[src/rtl/multicycle_control_unit.sv]
// Multi-cycle RV32I control unit: sequences fetch, decode, execute, memory and
// writeback over a shared ALU and a single unified memory port with a
// variable-latency request/ready handshake. Also tracks cycle and retired
// instruction counts and stops in an absorbing HALT on the halt ECALL.
module multicycle_control_unit #(
   parameter int XLEN      = 32,
   parameter int CNT_WIDTH = 32,
   parameter int HALT_CODE = 10
) (
   input  logic                 clk,
   input  logic                 reset,
   input  logic [6:0]           opcode,
   input  logic                 alu_bcond,
   input  logic [XLEN-1:0]      gpr_x17,
   input  logic                 mem_ready,
   output logic                 mem_req,
   output logic                 mem_read,
   output logic                 mem_write,
   output logic                 i_or_d,
   output logic                 ir_write,
   output logic                 mdr_write,
   output logic                 aluout_write,
   output logic                 reg_write,
   output logic                 pc_write,
   output logic [1:0]           pc_source,
   output logic                 alu_src_a,
   output logic [1:0]           alu_src_b,
   output logic [1:0]           alu_op_sel,
   output logic [1:0]           wb_sel,
   output logic [2:0]           state,
   output logic                 is_halted,
   output logic [CNT_WIDTH-1:0] cycle_count,
   output logic [CNT_WIDTH-1:0] instret_count
);

   typedef enum logic [2:0] {
      S_IF   = 3'd0,
      S_ID   = 3'd1,
      S_EX   = 3'd2,
      S_MEM  = 3'd3,
      S_WB   = 3'd4,
      S_HALT = 3'd5
   } state_t;

   localparam logic [6:0] OP_R      = 7'b0110011;
   localparam logic [6:0] OP_I      = 7'b0010011;
   localparam logic [6:0] OP_LOAD   = 7'b0000011;
   localparam logic [6:0] OP_STORE  = 7'b0100011;
   localparam logic [6:0] OP_BRANCH = 7'b1100011;
   localparam logic [6:0] OP_JAL    = 7'b1101111;
   localparam logic [6:0] OP_JALR   = 7'b1100111;
   localparam logic [6:0] OP_ECALL  = 7'b1110011;

   localparam logic [XLEN-1:0] HALT_VAL = XLEN'(HALT_CODE);

   state_t                 state_reg, state_next;
   logic [CNT_WIDTH-1:0]   cycle_reg;
   logic [CNT_WIDTH-1:0]   instret_reg;
   logic                   halt_call;
   logic                   enter_halt;

   assign halt_call  = (opcode == OP_ECALL) && (gpr_x17 == HALT_VAL);
   assign enter_halt = reset && (state_reg == S_EX) && halt_call;

   assign state         = state_reg;
   assign cycle_count   = cycle_reg;
   assign instret_count = instret_reg;

   // Control decode and next state; everything is held at 0 while reset is low
   // so an in-flight memory request drops without waiting for a clock edge.
   always_comb begin
      mem_req      = 1'b0;
      mem_read     = 1'b0;
      mem_write    = 1'b0;
      i_or_d       = 1'b0;
      ir_write     = 1'b0;
      mdr_write    = 1'b0;
      aluout_write = 1'b0;
      reg_write    = 1'b0;
      pc_write     = 1'b0;
      pc_source    = 2'b00;
      alu_src_a    = 1'b0;
      alu_src_b    = 2'b00;
      alu_op_sel   = 2'b00;
      wb_sel       = 2'b00;
      is_halted    = 1'b0;
      state_next   = state_reg;
      if (reset) begin
         case (state_reg)
            S_IF: begin
               mem_req  = 1'b1;
               mem_read = 1'b1;
               if (mem_ready) begin
                  ir_write   = 1'b1;
                  state_next = S_ID;
               end
            end
            S_ID: begin
               // Speculative branch/JAL target: ALUOut <= PC + imm
               alu_src_b    = 2'b01;
               aluout_write = 1'b1;
               state_next   = S_EX;
            end
            S_EX: begin
               state_next = S_IF;
               case (opcode)
                  OP_R, OP_I: begin
                     alu_src_a    = 1'b1;
                     alu_src_b    = (opcode == OP_I) ? 2'b01 : 2'b00;
                     alu_op_sel   = 2'b10;
                     aluout_write = 1'b1;
                     state_next   = S_WB;
                  end
                  OP_LOAD, OP_STORE: begin
                     alu_src_a    = 1'b1;
                     alu_src_b    = 2'b01;
                     aluout_write = 1'b1;
                     state_next   = S_MEM;
                  end
                  OP_BRANCH: begin
                     alu_src_a  = 1'b1;
                     alu_op_sel = 2'b01;
                     pc_write   = 1'b1;
                     pc_source  = alu_bcond ? 2'b01 : 2'b00;
                  end
                  OP_JAL: begin
                     reg_write = 1'b1;
                     wb_sel    = 2'b10;
                     pc_write  = 1'b1;
                     pc_source = 2'b01;
                  end
                  OP_JALR: begin
                     alu_src_a = 1'b1;
                     alu_src_b = 2'b01;
                     reg_write = 1'b1;
                     wb_sel    = 2'b10;
                     pc_write  = 1'b1;
                     pc_source = 2'b10;
                  end
                  OP_ECALL: begin
                     if (halt_call) begin
                        state_next = S_HALT;
                     end else begin
                        pc_write = 1'b1;
                     end
                  end
                  default: pc_write = 1'b1;
               endcase
            end
            S_MEM: begin
               mem_req = 1'b1;
               i_or_d  = 1'b1;
               if (opcode == OP_LOAD) begin
                  mem_read = 1'b1;
                  if (mem_ready) begin
                     mdr_write  = 1'b1;
                     state_next = S_WB;
                  end
               end else begin
                  mem_write = 1'b1;
                  if (mem_ready) begin
                     pc_write   = 1'b1;
                     state_next = S_IF;
                  end
               end
            end
            S_WB: begin
               reg_write  = 1'b1;
               wb_sel     = (opcode == OP_LOAD) ? 2'b01 : 2'b00;
               pc_write   = 1'b1;
               state_next = S_IF;
            end
            S_HALT: begin
               is_halted  = 1'b1;
               state_next = S_HALT;
            end
            default: state_next = S_IF;
         endcase
      end
   end

   // State register and wrapping performance counters
   always_ff @(posedge clk or negedge reset) begin
      if (!reset) begin
         state_reg   <= S_IF;
         cycle_reg   <= '0;
         instret_reg <= '0;
      end else begin
         state_reg <= state_next;
         if (state_reg != S_HALT) begin
            cycle_reg <= cycle_reg + CNT_WIDTH'(1);
         end
         if (pc_write || enter_halt) begin
            instret_reg <= instret_reg + CNT_WIDTH'(1);
         end
      end
   end

endmodule

[config.mk]
export PLATFORM = sky130hd
export DESIGN_NAME = multicycle_control_unit
export DESIGN_NICKNAME = d
export VERILOG_FILES = /design/src/rtl/multicycle_control_unit.sv
export SDC_FILE = /design/constraint.sdc
export NUM_CORES = 1
export LEC_CHECK = 0
export ABC_AREA = 1
export ABC_CLOCK_PERIOD_IN_PS = 3450
export CAP_MARGIN = 20
export CORE_MARGIN = 2
export CORE_UTILIZATION = 50
export CTS_CLUSTER_DIAMETER = 50
export DETAILED_ROUTE_END_ITERATION = 16
export PLACE_DENSITY = 0.85
export SETUP_SLACK_MARGIN = 0.4
export SYNTH_ARGS = -nofsm -noshare
export SYNTH_HDL_FRONTEND = slang
export SYNTH_SLANG_ARGS = --single-unit
[constraint.sdc]
create_clock -name clk -period 3.45 [get_ports clk]
set_clock_uncertainty 0.1 [all_clocks]
set_input_delay 0.5175 -clock clk [delete_from_list [all_inputs] [get_ports clk]]
set_output_delay 0.5175 -clock clk [all_outputs]
set_load 0.01 [all_outputs]
==> flow_metrics.py <==
metrics = {
    "outcome": {
        "status": "finished, final reports clean",
    },
    "layout": {
        "multi_input_area_um2": 2566,
        "layout-drive-gt1-share": 0.05576,
        "final_nets": 865,
        "fillers": 714,
        "regArea_um2": 1680,
        "final_cells": 933,
        "area_delta_synth_final_pct": 35.25,
        "num_antenna_cells": 0,
    },
    "setup_path": {
        "startpoint_type": "input pin",
        "worstPathRequired_ns": 2.83,
        "worstSetupEndpointType": "output port",
        "worstPathArrival_ns": 2.33,
        "critPathBufInv": 4,
        "cp_slowest_stage_delay_ns": 0.59,
        "path_cells": "clkdlybuf4s50_1 -> inv_1 -> nor3_4 -> nand3_1 -> inv_1 -> nand2_1 -> o21ai_0 -> clkdlybuf4s50_1",
        "crit_family": "buffers and inverters",
        "timing.rr.start": "state[0]$_DFFE_PN0P_",
        "reg2reg_depth": 10,
        "cp_slowest_cell": "clkdlybuf4s50_1",
        "rrSetupSlack_ns": 1.25,
        "worst-setup-path-type": "input pin to output port",
        "rr_endpoint": "cycle_count[27]$_DFFE_PN0P_",
        "path_max_fanout": 4,
    },
    "power": {
        "intPower_mw": 1.550,
        "powerDensity_nw_per_um2": 380.7,
        "pwr-share-clk": 0.279,
        "seqPwrFrac": 0.413,
        "power_mw": 2.363,
        "peakVddDrop_mv": 0.4109,
        "power.switching_mw": 0.8137,
        "combPwrFrac": 0.308,
        "p_leak_nw": 2.840,
        "swShare": 0.3443,
    },
    "timing": {
        "rsz0062_at_grt": "false",
        "finalHoldViolations": 0,
        "slew_violations": 0,
        "finalCritPeriodShare": 0.8531,
        "min_period_ns": 2.943,
        "slew_headroom": 0.6549,
        "worst_pin_slew_ns": 0.5137,
        "setup_tns_ns": 0,
        "fmax_mhz": 339.8,
        "setup_viol": 0,
    },
    "synth": {
        "synth_commonest_cells": "nand2_1, nor2_1, inv_1, dfrtp_1, nand3_1",
        "synth_top_area_frac": 0.3653,
        "yosysUniqueCellTypes": 30,
        "syn_area_um2": 4589,
        "netlist_instances": 686,
        "synth_edf_count": 0,
        "synth.largest_area_cell": "dfrtp_1",
        "yosysSeqAreaShare": 0.3653,
        "ys_warn_count": 0,
        "ys_ff_latch": 67,
        "synth_most_common_cell": "nand2_1",
        "synth_flop_cell": "dfrtp_1",
        "synth_area_leaders": "dfrtp_1, nand2_1, nor2_1",
        "async_flop_share": 1.000,
        "synth_nets": 731,
        "avgSynthCellArea_um2": 6.690,
    },
    "clock_tree": {
        "path_clk_slew_ns": 0.08,
        "insertion_delay_ns": 0.35,
        "root_buffer": "clkbuf_8",
        "cts_buffer_depth": 2,
        "cts_tree": "built",
        "numCtsBuffers": 9,
        "clock-sinks": 67,
        "cts.htree.levels": 3,
    },
    "placement": {
        "hpwlAfterDp_mm": 9.881,
        "dp_cells": 914,
        "gp_congestion": 0.9428,
        "io_buffers": 127,
    },
    "global_routing": {
        "antenna_found_initial": 0,
        "overflow": 0,
        "grt_pass1_vias": 4677,
        "grt_usage": 0.2614,
        "grt_max_degree": 42,
        "grt_pass1_wl_mm": 21.35,
    },
    "die": {
        "die_h_um": 99.81,
        "start_util": 0.5212,
        "io_pins": 129,
        "dieArea_um2": 9961,
        "rows": 34,
        "dieWidth_um": 99.81,
        "core_area_um2": 8806,
    },
    "detailed_routing": {
        "initialDrtViolationCount": 155,
        "num_vias": 4800,
        "dr.pass1.iters": 5,
        "wl_per_cell_um": 13.54,
        "wl_mm": 12.63,
        "antenna_left": 0,
        "drc": 0,
        "vias_per_cell": 5.145,
    },
    "flow_run": {
        "cap_viol_max_count": 0,
    },
    "min_path": {
        "hold_path_class": "input pin to asynchronous set/reset pin",
    },
}
==> cell families after synthesis <==
| kind of cell | count (synthesis) | share of synthesized area |
|---|---|---|
| and+or+nand+nor | 455 | 0.4234 |
| buffers and inverters | 91 | 0.08233 |
| DFF | 67 | 0.3653 |
| xor gates and xnor gates | 56 | 0.1069 |
| AOI/OAI and AO/OA | 14 | 0.01581 |
| adders and majority gates | 2 | 0.005452 |
| other | 1 | 0.0008171 |
==> worst max-delay path by stage <==
stage	start	end	slack [ns]	cells after the start
after global placement	opcode[0]	mem_read	0.25	12
after CTS	state[2]$_DFFE_PN0P_	alu_src_b[0]	0.45	8
after global routing	opcode[3]	mem_read	0.39	11
after detailed placement	opcode[0]	mem_read	0.13	12
final	opcode[6]	pc_source[0]	0.51	8
after floorplan	opcode[1]	mem_read	1.31	10
==> cell type report <==
cell class | count | area share
multi-input cells | 528 | 0.4134
flip-flops and latches | 67 | 0.2707
repair buffers | 136 | 0.2147
inverters | 78 | 0.04717
well taps | 108 | 0.02177
clock buffers | 9 | 0.01996
clock inverters | 7 | 0.01230
==> power groups by stage <==
stage / clock network (mW) / logic, mW / registers [mW]
after CTS: 0.677 / 0.727 / 0.971
after detailed placement: 0 / 0.728 / 0.984
final: 0.660 / 0.728 / 0.975
after global placement: 0 / 0.710 / 0.980
after floorplan: 0 / 0.364 / 0.997
after global routing: 0.713 / 0.801 / 0.988
==> cell usage in the layout (no fill, tap or decap), types with 2 or more instances in the layout <==
cell type	synthesis	final
nand2_1	226	225
clkdlybuf4s50_1	0	122
nor2_1	101	98
inv_1	75	75
nand3_1	64	64
dfrtp_1	67	64
xor2_1	34	34
nor3_1	30	29
xnor2_1	22	22
nand4_1	13	13
clkbuf_8	0	9
buf_4	1	9
o21ai_0	8	8
nor2_2	4	5
a21oi_1	5	5
nand3b_1	4	4
inv_2	3	3
nor2_4	1	3
and2_1	3	3
dlygate4sd2_1	0	3
dfrtp_2	0	3
nor3_4	1	2
nand2_2	1	2
nor3b_1	2	2
and3_1	2	2
ha_1	2	2
clkinvlp_4	0	2
inv_6	0	2
==> worst register-to-register path: stages, from the launching register on <==
cell and delay [ns]:
dfrtp_2 0.45, inv_1 0.12, nor2_1 0.05, nand2_1 0.27, nand2_1 0.13, nor2_1 0.12, nand2_1 0.10, nor2_1 0.32
nand3_1 0.20, o21ai_0 0.19, nand2_1 0.06
==> metrics by stage <==
| stage | hold WS, ns | cell area, um^2 | setup slack, ns | util |
|---|---|---|---|---|
| 2_1_floorplan | 0.1219 | 4589 | 1.307 | - |
| 3_3_place_gp | 0.3880 | 5951 | 0.2544 | 0.6758 |
| 3_5_place_dp | 0.3934 | 5951 | 0.1277 | 0.6758 |
| 4_1_cts | 0.1258 | 6177 | 0.4534 | 0.7015 |
| 5_1_grt | 0.1515 | 6207 | 0.3881 | 0.7049 |
| 6_report | 0.1229 | 6207 | 0.5067 | 0.7049 |
==> routing by layer <==
metal	track usage	share of wire	routed length, um
met5	0	0	0
met4	0.07798	0.020	252
met3	0.05292	0.053	675
met2	0.4579	0.50	6343
met1	0.3269	0.42	5361
==> repair_timing <==
item	CTS	global route
hold buffers	0	0
gates resized for setup	9	6
pin swaps	1	2
endpoints found under the setup margin	5	8
setup buffers	1	2
Power figures use the tool's default switching activity.
